### config.mk
export PLATFORM = sky130hd
export DESIGN_NAME = mips_div_unit
export DESIGN_NICKNAME = d
export VERILOG_FILES = /design/src/rtl/mips_div_unit.sv
export SDC_FILE = /design/constraint.sdc
export NUM_CORES = 1
export LEC_CHECK = 0
export BUFFER_PORTS_ARGS = -buffer_cell sky130_fd_sc_hd__buf_4
export CAP_MARGIN = 25
export CORE_AREA = 2 2 145 147
export DETAILED_ROUTE_END_ITERATION = 6
export DIE_AREA = 0 0 147 149
export HOLD_SLACK_MARGIN = 0.12
export PLACE_DENSITY = 0.81
export SETUP_SLACK_MARGIN = 0.05
export SLEW_MARGIN = 20
export SYNTH_ARGS = -nofsm -noshare
export SYNTH_HDL_FRONTEND = slang
export SYNTH_SLANG_ARGS = --single-unit
### constraint.sdc
create_clock -name clk -period 5.05 [get_ports clk]
set_input_delay 1.2625 -clock clk [delete_from_list [all_inputs] [get_ports clk]]
set_output_delay 1.2625 -clock clk [all_outputs]
set_load 0.02 [all_outputs]
### src/rtl/mips_div_unit.sv
// Multi-cycle radix-2 restoring divider for MIPS DIV/DIVU in the EX stage.
// Freezes the pipeline through `stall` until the HI/LO result is valid.
module mips_div_unit #(
  parameter int unsigned WIDTH = 32
) (
  input  logic             clk,
  input  logic             rst,
  input  logic             start,
  input  logic             is_signed,
  input  logic             annul,
  input  logic [WIDTH-1:0] opa,
  input  logic [WIDTH-1:0] opb,
  output logic             stall,
  output logic             busy,
  output logic             done,
  output logic [WIDTH-1:0] lo,
  output logic [WIDTH-1:0] hi
);

  localparam int unsigned CW = (WIDTH > 1) ? $clog2(WIDTH) : 1;

  typedef enum logic [1:0] {
    IDLE = 2'd0,
    BUSY = 2'd1,
    DONE = 2'd2
  } state_t;

  state_t           state;
  state_t           state_n;
  logic             accept;
  logic             last_step;

  logic [CW-1:0]    cnt;
  logic [WIDTH-1:0] divisor;
  logic [WIDTH-1:0] rem;
  logic [WIDTH-1:0] quo;
  logic             neg_q;
  logic             neg_r;

  logic [WIDTH:0]   rem_sh;
  logic             no_borrow;
  logic [WIDTH-1:0] rem_n;
  logic [WIDTH-1:0] quo_n;
  logic [WIDTH-1:0] abs_a;
  logic [WIDTH-1:0] abs_b;

  // Combinational freeze request; drops in DONE so the pipeline advances once.
  assign stall = start & ~annul & (state != DONE);

  // Operand magnitudes for signed mode; unsigned mode passes operands through.
  assign abs_a = (is_signed && opa[WIDTH-1]) ? (WIDTH'(0) - opa) : opa;
  assign abs_b = (is_signed && opb[WIDTH-1]) ? (WIDTH'(0) - opb) : opb;

  // One restoring step: shift rem:quo left, trial subtract, keep if no borrow.
  assign rem_sh    = {rem, quo[WIDTH-1]};
  assign no_borrow = rem_sh[WIDTH] | (rem_sh[WIDTH-1:0] >= divisor);
  assign rem_n     = no_borrow ? (rem_sh[WIDTH-1:0] - divisor) : rem_sh[WIDTH-1:0];
  assign quo_n     = {quo[WIDTH-2:0], no_borrow};

  always_ff @(posedge clk or negedge rst) begin
    if (!rst) begin
      state <= IDLE;
    end else begin
      state <= state_n;
    end
  end

  // Next-state logic; annul overrides everything.
  always_comb begin
    state_n   = state;
    accept    = 1'b0;
    last_step = 1'b0;
    case (state)
      IDLE: begin
        if (start && !annul) begin
          accept  = 1'b1;
          state_n = BUSY;
        end
      end
      BUSY: begin
        if (cnt == CW'(WIDTH - 1)) begin
          last_step = 1'b1;
          state_n   = DONE;
        end
      end
      DONE:    state_n = IDLE;
      default: state_n = IDLE;
    endcase
    if (annul) begin
      state_n   = IDLE;
      accept    = 1'b0;
      last_step = 1'b0;
    end
  end

  // Datapath and registered outputs.
  always_ff @(posedge clk or negedge rst) begin
    if (!rst) begin
      cnt     <= '0;
      divisor <= '0;
      rem     <= '0;
      quo     <= '0;
      neg_q   <= 1'b0;
      neg_r   <= 1'b0;
      lo      <= '0;
      hi      <= '0;
      busy    <= 1'b0;
      done    <= 1'b0;
    end else begin
      busy <= (state_n == BUSY);
      done <= (state_n == DONE);
      if (accept) begin
        divisor <= abs_b;
        quo     <= abs_a;
        rem     <= '0;
        cnt     <= '0;
        neg_q   <= is_signed & (opa[WIDTH-1] ^ opb[WIDTH-1]);
        neg_r   <= is_signed & opa[WIDTH-1];
      end else if (state == BUSY && !annul) begin
        quo <= quo_n;
        rem <= rem_n;
        cnt <= cnt + CW'(1);
        if (last_step) begin
          lo <= neg_q ? (WIDTH'(0) - quo_n) : quo_n;
          hi <= neg_r ? (WIDTH'(0) - rem_n) : rem_n;
        end
      end
    end
  end

endmodule

==> results of run 1 <==
[worst paths after layout]
check	from	to	slack, ns	depth (start not counted)
min in group asynchronous	rst	hi[11]	0.91	1
max in group asynchronous	rst	lo[9]	3.22	2
setup reg to reg	rem[14]	lo[28]	0.35	16
setup / recovery	rem[14]	lo[28]	0.35	16
hold reg to reg	divisor[18]	divisor[18]	0.48	2
hold / removal	divisor[18]	divisor[18]	0.48	2
[per-layer routing]
metal	part of all wire [%]	track usage [%]	vias to the layer above
met1	45	46.6	5342
met4	2.1	8.89	0
met5	0	0	-
met2	43	47.5	555
li1	-	-	5463
met3	10	7.52	58
[per-stage QoR]
step / instance area [um^2] / utilization [%]
floorplan: 12000 / -
global placement: 13200 / 64.0
detailed placement: 13200 / 64.0
CTS: 13700 / 66.7
global route: 13800 / 66.9
finish: 13800 / 66.9
[layout make-up]
class,count,area (um^2)
inverter,51,191
clock inverter,13,128
timing repair buffer,152,1160
fill,1774,6810
sequential,171,4280
multi-input combinational,1189,7220
clock buffer,19,433
tap,275,344
[state kept, by name (all words and copies together), names as in the netlist, 2 cells and up]
register	count
cnt	5
quo	32
rem	32
divisor	32
state	2
lo	32
hi	32
[worst reg2reg max path, stage by stage, from the launching register on]
cell	delay, ns
dfrtp_1	0.43
ha_1	0.41
a21oi_2	0.23
o21ai_2	0.10
o211a_1	0.26
a2111oi_4	0.53
nand2_2	0.22
buf_4	0.21
inv_2	0.05
ha_1	0.24
nand4_1	0.19
or3_1	0.46
or3_1	0.40
or2_2	0.33
o21ai_0	0.23
xor2_1	0.16
o21ai_0	0.10
[cell usage in the layout, fill, tap and decap left out, types with 8 or more instances in the layout]
| cell type | n |
|---|---|
| nand2_1 | 274 |
| o21ai_0 | 175 |
| dfrtp_1 | 171 |
| buf_4 | 150 |
| nor2_1 | 108 |
| xor2_1 | 77 |
| a21oi_1 | 70 |
| xnor2_1 | 59 |
| inv_1 | 50 |
| a31oi_1 | 41 |
| ha_1 | 38 |
| nor3_1 | 29 |
| nor4_1 | 25 |
| or3_1 | 24 |
| a21o_1 | 20 |
| mux2i_1 | 18 |
| o31ai_1 | 17 |
| clkbuf_16 | 17 |
| nand4_1 | 15 |
| nand3_1 | 15 |
| o41ai_1 | 14 |
| o21a_1 | 11 |
| a21boi_0 | 11 |
| and2_1 | 11 |
| and3_1 | 10 |
| a211oi_1 | 9 |
| or4_1 | 8 |
[power breakdown]
part / switching [mW] / leakage, nW / internal (mW)
sequential: 0.347 / 2.24 / 1.59
clock: 0.618 / 0.272 / 0.653
combinational: 2.69 / 3.74 / 1.59
[logic make-up (layout without fill, tap and decap cells)]
| kind of cell | count (synthesis) | after routing |
|---|---|---|
| DFF | 171 | 171 |
| buffers and inverters | 134 | 235 |
| xor gates and xnor gates | 136 | 136 |
| adders and majority gates | 39 | 39 |
| and+or+nand+nor | 553 | 553 |
| muxes | 19 | 19 |
| AOI/OAI and AO/OA | 442 | 442 |
[synthesized netlist by cell type, drive strengths merged, types with 12 or more instances]
master	n	area [um^2]
o31ai	20	191
nor3	30	150
o41ai	14	123
a21o	20	150
buf	30	178
nand3	17	90.1
clkbuf	53	199
nor4	25	156
xnor2	59	517
a21boi	12	90.1
nor2	109	409
xor2	77	674
nand2	276	1040
ha	38	475
inv	51	191
mux2i	18	180
a31oi	41	257
nand4	16	106
dfrtp	171	4280
or3	25	161
o21ai	184	928
a21oi	73	384
and2	12	75.1
[what timing repair did]
action	4_1_cts	5_1_grt
setup buffers	0	2
gates resized for setup	0	4
endpoints found under the setup margin	0	2
==> key figures, run 1 <==
Status
  • Outcome: completed

Yosys
  • Mux contribution to synthesized area: ~1.6%
  • Post-synthesis compound-gate area fraction: a little under a quarter
  • Dominant synthesized flop cell: dfrtp_1
  • Post-Synth XOR/XNOR Area: under 10%
  • Ys Warns: 0
  • Async S/R FF share, synth: 100%
  • Distinct cell type count after synthesis: between 70 and 80
  • Synth Register Bits: around 170
  • Synth Area per Inst: between 8 and 9 um^2
  • Post-Synth Simple-Gate Area: between 20% and 30%
  • Post-synthesis adder-cell area fraction: under 10%
  • Largest family of logic cells by synthesized area: compound AO/OA/AOI/OAI gates
  • Mapped Cells: 1494
  • Post-synthesis sequential area ratio: between 30 and 40%
  • Post-synth EDFFs: 0
  • Synth Net Count: between 1500 and 2000
  • Synthesized area: approximately 0.012 mm^2

Critical path
  • Critical path capture point type: flip-flop
  • Setup crit start kind: flip-flop
  • Crit-path leading delay family: simple AND/OR/NAND/NOR gates
  • Crit path cell chain: ha_1, a21oi_2, o21ai_2, o211a_1, a2111oi_4, nand2_2, buf_4, inv_2, ha_1, nand4_1, or3_1, or3_1, or2_2, o21ai_0, xor2_1, o21ai_0
  • CP Class: reg2reg
  • WP buf/inv: 2
  • Max stage delay on crit path: around 0.53 ns
  • CP max-delay cell: a2111oi_4
  • WP data arrival: 4.99 ns
  • CP required: between 5 and 6 ns
  • Crit-path max FO: 8

Final layout
  • Area Overhead vs Synth: 14.4%
  • Layout Cells excl Fill: roughly 1900
  • Fin nets: 1690
  • Share of cells above drive strength 1: a little over an eighth
  • Ant diodes: 0

Floorplanning
  • Die footprint: between 0.02 and 0.025 mm^2
  • Ports: about 140
  • Die width: about 150 um
  • Row Count: 53
  • Initial Util: 58.5%
  • Die height: ~150 um
  • CORE AREA: 0.0206 mm^2

Place
  • RD Place Congestion: about 1.0
  • Port bufs: 135
  • Placed insts: about 1800
  • Setup Slack @ Placement: about 0.25 ns
  • DP Wirelength: ~27 mm

Timing
  • Final setup violation count: 0
  • Slew Viols, Final: 0
  • Worst slew pin tran: 1.03 ns
  • Relative slew margins: a little over 30%
  • Sum Neg Setup Slack: 0 ns
  • Clock Skew: about 0.011 ns
  • Final WS setup: between 0.3 and 0.4 ns
  • RSZ-0062 raised after global routing: no
  • Final period util: between 90% and 100%
  • Final Hold Vio Count: 0
  • Final worst hold slack: 0.481 ns
  • Max Clk Rate: 213 MHz
  • Min cycle time layout: ~4.7 ns

Pwr
  • Pwr per Cell Area: roughly 540 mW/mm^2
  • Tot Pwr: ~7.5 mW
  • Max IR drop VDD: 330 uV
  • LEAKAGE: ~6.2 nW

Routing
  • DR vias: approximately 11000
  • Wire per inst: between 15 and 20 um
  • # DRC: 0
  • DR iter-0 viols: approximately 1100
  • Routed Antenna Nets: 0
  • Number of vias per cell: between 6 and 7
  • Total iterations of the first detailed-routing run: 5
  • Total wire length: roughly 35 mm

Clock network
  • H-tree level count: 4
  • Reg clk slew, reported paths: ~0.070 ns
  • Skew-Pair Late Insertion Delay: ~0.45 ns
  • Clk sinks: ~170
  • Hold_buf cts: 0
  • Root Driver: clkbuf_16
  • Clock Tree Buf Depth: 2
  • CTS tree: done
  • CTS Buf Count: 17

GRT
  • Grt ovf: 0
  • Largest net degree at the start of global routing: approximately 100
  • Initial antenna violation count: 0
  • First-pass GRT wire length: 55.1 mm
  • Vias in the first global route: about 10000
  • GRT Util Overall: between 30% and 40%

Flow run
  • Max Cap Violations: 0

Worst hold path
  • Type of the most critical hold path: reg2reg
No activity file was read; power rests on OpenSTA's default activity.
==> run 2: changes to the inputs <==
GPL_TIMING_DRIVEN = 0   (was not set)
==> key figures, run 2 (synthesis results as in run 1) <==
Timing
  • Worst slew pin tran: 0.880 ns (-0.154 ns)
  • Max Clk Rate: 200 MHz (-6.0%)
  • Min cycle time layout: 5.01 ns (+0.303 ns)
  • RSZ-0062 raised after global routing: yes
  • Final WS setup: 0.0430 ns (-0.303 ns)
  • Final period util: 99.1% (+6.0 points)
  • Final setup violation count: 0 (unchanged)
  • Slew Viols, Final: 0 (unchanged)
  • Sum Neg Setup Slack: 0 ns (unchanged)
  • Clock Skew: 0.0118 ns (+0.000604 ns)
  • Final Hold Vio Count: 0 (unchanged)
  • Relative slew margins: 41.1% (+10 points)

Pwr
  • Psw: 3.83 mW (+4.6%)
  • Cell Int Power: 4.00 mW (+4.2%)
  • Clock share of power: 17.6% (+0.7 points)
  • Switching share of power: 48.9% (+0.087 points)
  • Max IR drop VDD: 364 uV (+10%)
  • Pwr per Cell Area: 550 mW/mm^2 (+0.85%)
  • LEAKAGE: 6.44 nW (+3.1%)
  • Flop pwr share: 24.8% (-1.1 points)
  • Power share of the combinational group: 57.6% (+0.4 points)

Clock network
  • Root Driver: clkbuf_16
  • Skew-Pair Late Insertion Delay: 0.44 ns (about the same)
  • Clock Tree Buf Depth: 2 (unchanged)
  • Reg clk slew, reported paths: 0.07 ns (about the same)
  • CTS tree: done
  • CTS Buf Count: 17 (unchanged)
  • H-tree level count: 4 (unchanged)
  • Clk sinks: 171 (unchanged)

Final layout
  • Ant diodes: 0 (unchanged)
  • Fin area: 0.0142 mm^2 (+3.5%)
  • Area Overhead vs Synth: 18.5%
  • Commonest non-fill, non-tap cell in the layout: nand2_1
  • Layout Cells excl Fill: 1946 (+4.1%)
  • Most frequent cells in the layout: nand2_1, o21ai_0, dfrtp_1, buf_4, nor2_1
  • Fin nets: 1766 (+4.5%)
  • Share of cells above drive strength 1: 14.8% (+1.2 points)
  • Area of the multi-input gates: 0.00729 mm^2 (+0.97%)
  • Filler instances: 1700 (-4.2%)
  • Fin util: 69.3% (+2.4 points)
  • Reg area: 0.00428 mm^2 (unchanged)

GRT
  • Largest net degree at the start of global routing: 100 (-0.99%)
  • GRT Util Overall: 34.9% (+3.1 points)
  • First-pass GRT wire length: 60.2 mm (+9.3%)
  • Grt ovf: 0 (unchanged)
  • Vias in the first global route: 11200 (+8.5%)
  • Initial antenna violation count: 1 (+1)

Critical path
  • CP required: 5.36 ns (+0.02 ns)
  • Crit-path most repeated cell: o21ai_0
  • Max stage delay on crit path: 0.56 ns (+0.03 ns)
  • CP max-delay cell: a2111oi_4
  • Crit path cell chain: ha_1, buf_2, a21oi_1, o21a_1, o21ai_2, a2111oi_4, nand2_4, inv_2, clkbuf_4, buf_12, ha_2, nand4_1, or3_4, or3_1, or2_2, o21ai_0, xor2_1, o21ai_0
  • Critical path capture point type: flip-flop
  • Crit-path max FO: 19 (+11)
  • Crit-path leading delay family: simple AND/OR/NAND/NOR gates
  • CP Class: reg2reg
  • WP data arrival: 5.32 ns (+0.33 ns)
  • Setup crit start kind: flip-flop
  • WP buf/inv: 4 (+2)

Floorplanning
  • Ports: 136 (unchanged)
  • Die footprint: 0.0219 mm^2 (unchanged)
  • Row Count: 53 (unchanged)
  • Die width: 147 um (unchanged)
  • Initial Util: 58.5% (unchanged)
  • Die height: 149 um (unchanged)
  • CORE AREA: 0.0206 mm^2 (unchanged)

Place
  • DP Wirelength: 29.2 mm (+9.9%)
  • RD Place Congestion: 0.986 (-2.4%)
  • Placed insts: 1905 (+3.8%)
  • Dpl cell area: 0.0134 mm^2 (+1.9%)
  • Port bufs: 135 (unchanged)
  • Setup Slack @ Placement: -1.29 ns (-1.54 ns)

Routing
  • DR vias: 12100 (+6.2%)
  • Total wire length: 38.3 mm (+9.8%)
  • Routed Antenna Nets: 0 (unchanged)
  • # DRC: 0 (unchanged)
  • DR iter-0 viols: 1262 (+18%)
  • Wire per inst: 19.7 um (+5.5%)
  • Total iterations of the first detailed-routing run: 5 (unchanged)
  • Number of vias per cell: 6.23 (+2.0%)

Flow run
  • Max Cap Violations: 0 (unchanged)

Worst hold path
  • Type of the most critical hold path: reg2reg

Status
  • Outcome: completed
[run 2: cell types whose count changed in the layout (fill, tap and decap cells not counted), moves of 3 or more]
cell,change
buf_2,+17
clkbuf_1,+50
clkinv_4,-3
buf_1,+4
buf_4,-6
buf_6,+6
[run 2: worst reg2reg max path: cells and delay by family, from the launching register on]
| family | cells | cell delay (ns) |
|---|---|---|
| and+or+nand+nor | 5 | 1.52 |
| AOI/OAI and AO/OA | 6 | 1.34 |
| buffers and inverters | 4 | 0.68 |
| adders and majority gates | 2 | 0.57 |
| DFF | 1 | 0.48 |
| xor gates and xnor gates | 1 | 0.28 |
[run 2: routing by layer]
| metal | vias to the layer above | track usage, % | share of wire, % |
|---|---|---|---|
| met2 | 672 | 53.9 | 44 |
| li1 | 5612 | - | - |
| met4 | 0 | 8.70 | 2.3 |
| met3 | 100 | 8.04 | 10 |
| met1 | 5739 | 50.2 | 43 |
| met5 | - | 0 | 0 |
[run 2: power groups by stage]
stage	Sequential [mW]	Clock [mW]	Combinational, mW
6_report	1.94	1.38	4.50
5_1_grt	1.96	1.44	4.85
4_1_cts	1.92	1.38	4.27
3_5_place_dp	1.94	0	4.15
3_3_place_gp	1.93	0	4.08
2_1_floorplan	1.80	0	3.07
[run 2: metrics by stage]
step / power [mW] / hold WS [ns]
finish: 7.83 / 0.481
global route: 8.25 / 0.507
CTS: 7.56 / 0.487
detailed placement: 6.08 / 0.471
global placement: 6.01 / 0.456
floorplan: 4.88 / 0.450
[run 2: final timing paths]
| check | slack (ns) | startpoint | cells past startpoint | to |
|---|---|---|---|---|
| worst max-delay path | 0.04 | rem[22] | 18 | lo[30] |
| worst min-delay path | 0.48 | hi[14] | 2 | hi[14] |
| worst max register to register | 0.04 | rem[22] | 18 | lo[30] |
| worst min register to register | 0.48 | hi[14] | 2 | hi[14] |
| max in group asynchronous | 3.34 | rst | 2 | divisor[7] |
| min in group asynchronous | 0.84 | rst | 1 | hi[8] |
[run 2: area by class of cell]
cell class | count | area share (%)
buffer | 82 | 2.84
clock buffer | 18 | 3.08
clock inverter | 14 | 1.20
inverter | 51 | 1.34
multi-input combinational | 1189 | 51.2
sequential | 171 | 30.1
tap | 275 | 2.42
timing repair buffer | 146 | 7.87
[run 2: timing repair]
action,in CTS,in global routing
resized for setup,19,17
pin swaps,3,7
hold buffers,0,0
setup endpoints to repair,20,14
buffers inserted,2,7
==> run 3: changes to the inputs <==
PLACE_DENSITY = 0.93   (was 0.81)
==> key figures, run 3 (synthesis results as in run 1) <==
Status
  • Outcome: completed

Timing
  • Final setup violation count: 0 (unchanged)
  • Worst slew pin tran: 0.930 ns (+0.0499 ns)
  • Min cycle time layout: 4.90 ns (-0.108 ns)
  • Max Clk Rate: 204 MHz (+2.2%)
  • RSZ-0062 raised after global routing: yes
  • Clock Skew: 0.0116 ns (-0.000167 ns)
  • Final period util: 97.0% (-2.1 points)
  • Final WS setup: 0.151 ns (+0.108 ns)
  • Relative slew margins: 37.2% (-3.9 points)
  • Slew Viols, Final: 0 (unchanged)
  • Final Hold Vio Count: 0 (unchanged)

Routing
  • Number of vias per cell: 6.25 (+0.35%)
  • Total wire length: 37.9 mm (-0.99%)
  • Total iterations of the first detailed-routing run: 6 (+1)
  • Routed Antenna Nets: 0 (unchanged)
  • # DRC: 0 (unchanged)
  • Wire per inst: 19.5 um (-0.94%)
  • DR iter-0 viols: 1322 (+4.8%)
  • DR vias: 12200 (+0.30%)

Clock network
  • Root Driver: clkbuf_16
  • Hold_buf cts: 0 (unchanged)
  • Reg clk slew, reported paths: 0.07 ns (about the same)
  • Skew-Pair Late Insertion Delay: 0.44 ns (about the same)
  • CTS tree: done
  • H-tree level count: 4 (unchanged)
  • Clk sinks: 171 (unchanged)
  • Clock Tree Buf Depth: 2 (unchanged)
  • CTS Buf Count: 17 (unchanged)

Critical path
  • CP Class: reg2reg
  • CP required: 5.36 ns (about the same)
  • Reg2reg end: lo[28]
  • CP endpoint: lo[28]
  • Crit-path max FO: 19 (unchanged)
  • Critical path capture point type: flip-flop
  • WP data arrival: 5.21 ns (-0.11 ns)
  • Crit. Startpoint: rem[24]
  • R2R cell count: 18 (unchanged)
  • R2R setup slack: 0.15 ns (+0.11 ns)
  • Setup crit start kind: flip-flop
  • Reg2reg start: rem[24]

Floorplanning
  • CORE AREA: 0.0206 mm^2 (unchanged)
  • Die width: 147 um (unchanged)
  • Die height: 149 um (unchanged)
  • Ports: 136 (unchanged)
  • Die footprint: 0.0219 mm^2 (unchanged)
  • Row Count: 53 (unchanged)
  • Initial Util: 58.5% (unchanged)

Pwr
  • Psw: 3.75 mW (-2.1%)
  • Cell Int Power: 3.99 mW (-0.15%)
  • Flop pwr share: 25.1% (+0.3 points)
  • LEAKAGE: 6.40 nW (-0.60%)
  • Pwr per Cell Area: 546 mW/mm^2 (-0.72%)
  • Power share of the combinational group: 58.2% (+0.6 points)
  • Max IR drop VDD: 274 uV (-25%)
  • Clock share of power: 16.7% (-0.9 points)
  • Switching share of power: 48.4% (-0.50 points)

GRT
  • GRT Util Overall: 34.7% (-0.23 points)
  • First-pass GRT wire length: 60.1 mm (about the same)
  • Initial antenna violation count: 0 (-1)
  • Largest net degree at the start of global routing: 97 (-3.0%)
  • Vias in the first global route: 11500 (+2.1%)
  • Grt ovf: 0 (unchanged)

Final layout
  • Fin area: 0.0142 mm^2 (-0.40%)
  • Fin nets: 1766 (unchanged)
  • Ant diodes: 0 (unchanged)
  • Commonest non-fill, non-tap cell in the layout: nand2_1
  • Most frequent cells in the layout: nand2_1, o21ai_0, dfrtp_1, buf_4, nor2_1
  • Area Overhead vs Synth: 18.0%
  • Filler instances: 1628 (-4.2%)
  • Share of cells above drive strength 1: 15.0% (+0.19 points)

Place
  • Setup Slack @ Placement: -1.37 ns (-0.0806 ns)
  • Port bufs: 135 (unchanged)
  • DP Wirelength: 29.1 mm (-0.32%)
  • Dpl cell area: 0.0134 mm^2 (unchanged)
  • RD Place Congestion: 0.970 (-1.6%)

Flow run
  • Max Cap Violations: 0 (unchanged)

Worst hold path
  • Type of the most critical hold path: reg2reg
==> run 3: changes by cell type in the layout (fill, tap and decap cells not counted), moves of 2 or more <==
cell / before / now
o21ai_0: 174 / 171
ha_2: 2 / 4
clkinv_8: 2 / 0
ha_1: 36 / 34
clkinvlp_4: 1 / 3
o21ai_1: 7 / 10
buf_4: 144 / 146
inv_8: 5 / 1
dfrtp_2: 0 / 2
dfrtp_1: 171 / 169
==> run 3: final cells by class <==
class | instances | area, um^2 | share of cell area (%)
Clock buffer | 18 | 439 | 3.10
Sequential cell | 171 | 4280 | 30.2
Multi-Input combinational cell | 1189 | 7270 | 51.3
Inverter | 51 | 191 | 1.35
Timing Repair Buffer | 147 | 1130 | 7.96
Buffer | 81 | 397 | 2.80
Tap cell | 275 | 344 | 2.43
Clock inverter | 13 | 130 | 0.918
==> run 3: worst min-delay path by stage <==
stage | startpoint | to | slack [ns] | cells past startpoint
final | hi[8] | hi[8] | 0.48 | 2
after global routing | lo[30] | lo[30] | 0.51 | 2
after CTS | hi[21] | hi[21] | 0.48 | 2
after detailed placement | hi[21] | hi[21] | 0.47 | 2
after global placement | hi[23] | hi[23] | 0.45 | 2
after floorplan | divisor[10] | divisor[10] | 0.45 | 2
==> run 3: timing repair <==
| item | 4_1_cts | 5_1_grt |
|---|---|---|
| cloned | 0 | 0 |
| setup endpoints to repair | 23 | 12 |
| pin swaps | 4 | 6 |
| gates resized for setup | 20 | 18 |
| setup buffers | 3 | 7 |
==> run 3: worst max-delay path, stage by stage, from the launching register on <==
cell and delay, ns:
dfrtp_1 0.47, ha_1 0.32, buf_6 0.14, a21o_1 0.20
a31oi_1 0.28, nor2_1 0.11, a2111oi_4 0.46, nand2_4 0.15
inv_2 0.11, clkbuf_4 0.21, buf_12 0.19, ha_2 0.24
nand4_1 0.15, or3_4 0.45, or3_1 0.42, or2_2 0.33
o21ai_1 0.17, xor2_1 0.25, o21ai_0 0.12
==> run 3: metrics by stage <==
| stage | hold slack, ns | power, mW | TNS [ns] | std cells | util (%) |
|---|---|---|---|---|---|
| finish | 0.479 | 7.74 | 0 | 1945 | 69.0 |
| global route | 0.508 | 8.17 | 0 | 1945 | 69.0 |
| CTS | 0.482 | 7.44 | 0 | 1938 | 68.5 |
| detailed placement | 0.467 | 6.06 | -16.46 | 1905 | 65.2 |
| global placement | 0.455 | 5.94 | -13.81 | 1904 | 65.1 |
| floorplan | 0.450 | 4.88 | 0 | 1494 | - |
==> run 3: power by group through the flow <==
| stage | combinational, mW | sequential (mW) | clock, mW |
|---|---|---|---|
| 6_report | 4.50 | 1.94 | 1.29 |
| 5_1_grt | 4.86 | 1.95 | 1.36 |
| 4_1_cts | 4.24 | 1.91 | 1.29 |
| 3_5_place_dp | 4.13 | 1.93 | 0 |
| 3_3_place_gp | 4.04 | 1.91 | 0 |
| 2_1_floorplan | 3.07 | 1.80 | 0 |
==> run 3: routing by layer <==
metal	up-vias	global-route usage, %	routed length (um)
met5	-	0	0
met1	5732	49.2	16200
li1	5620	-	-
met3	89	8.23	4200
met4	0	10.6	908
met2	718	53.1	16600
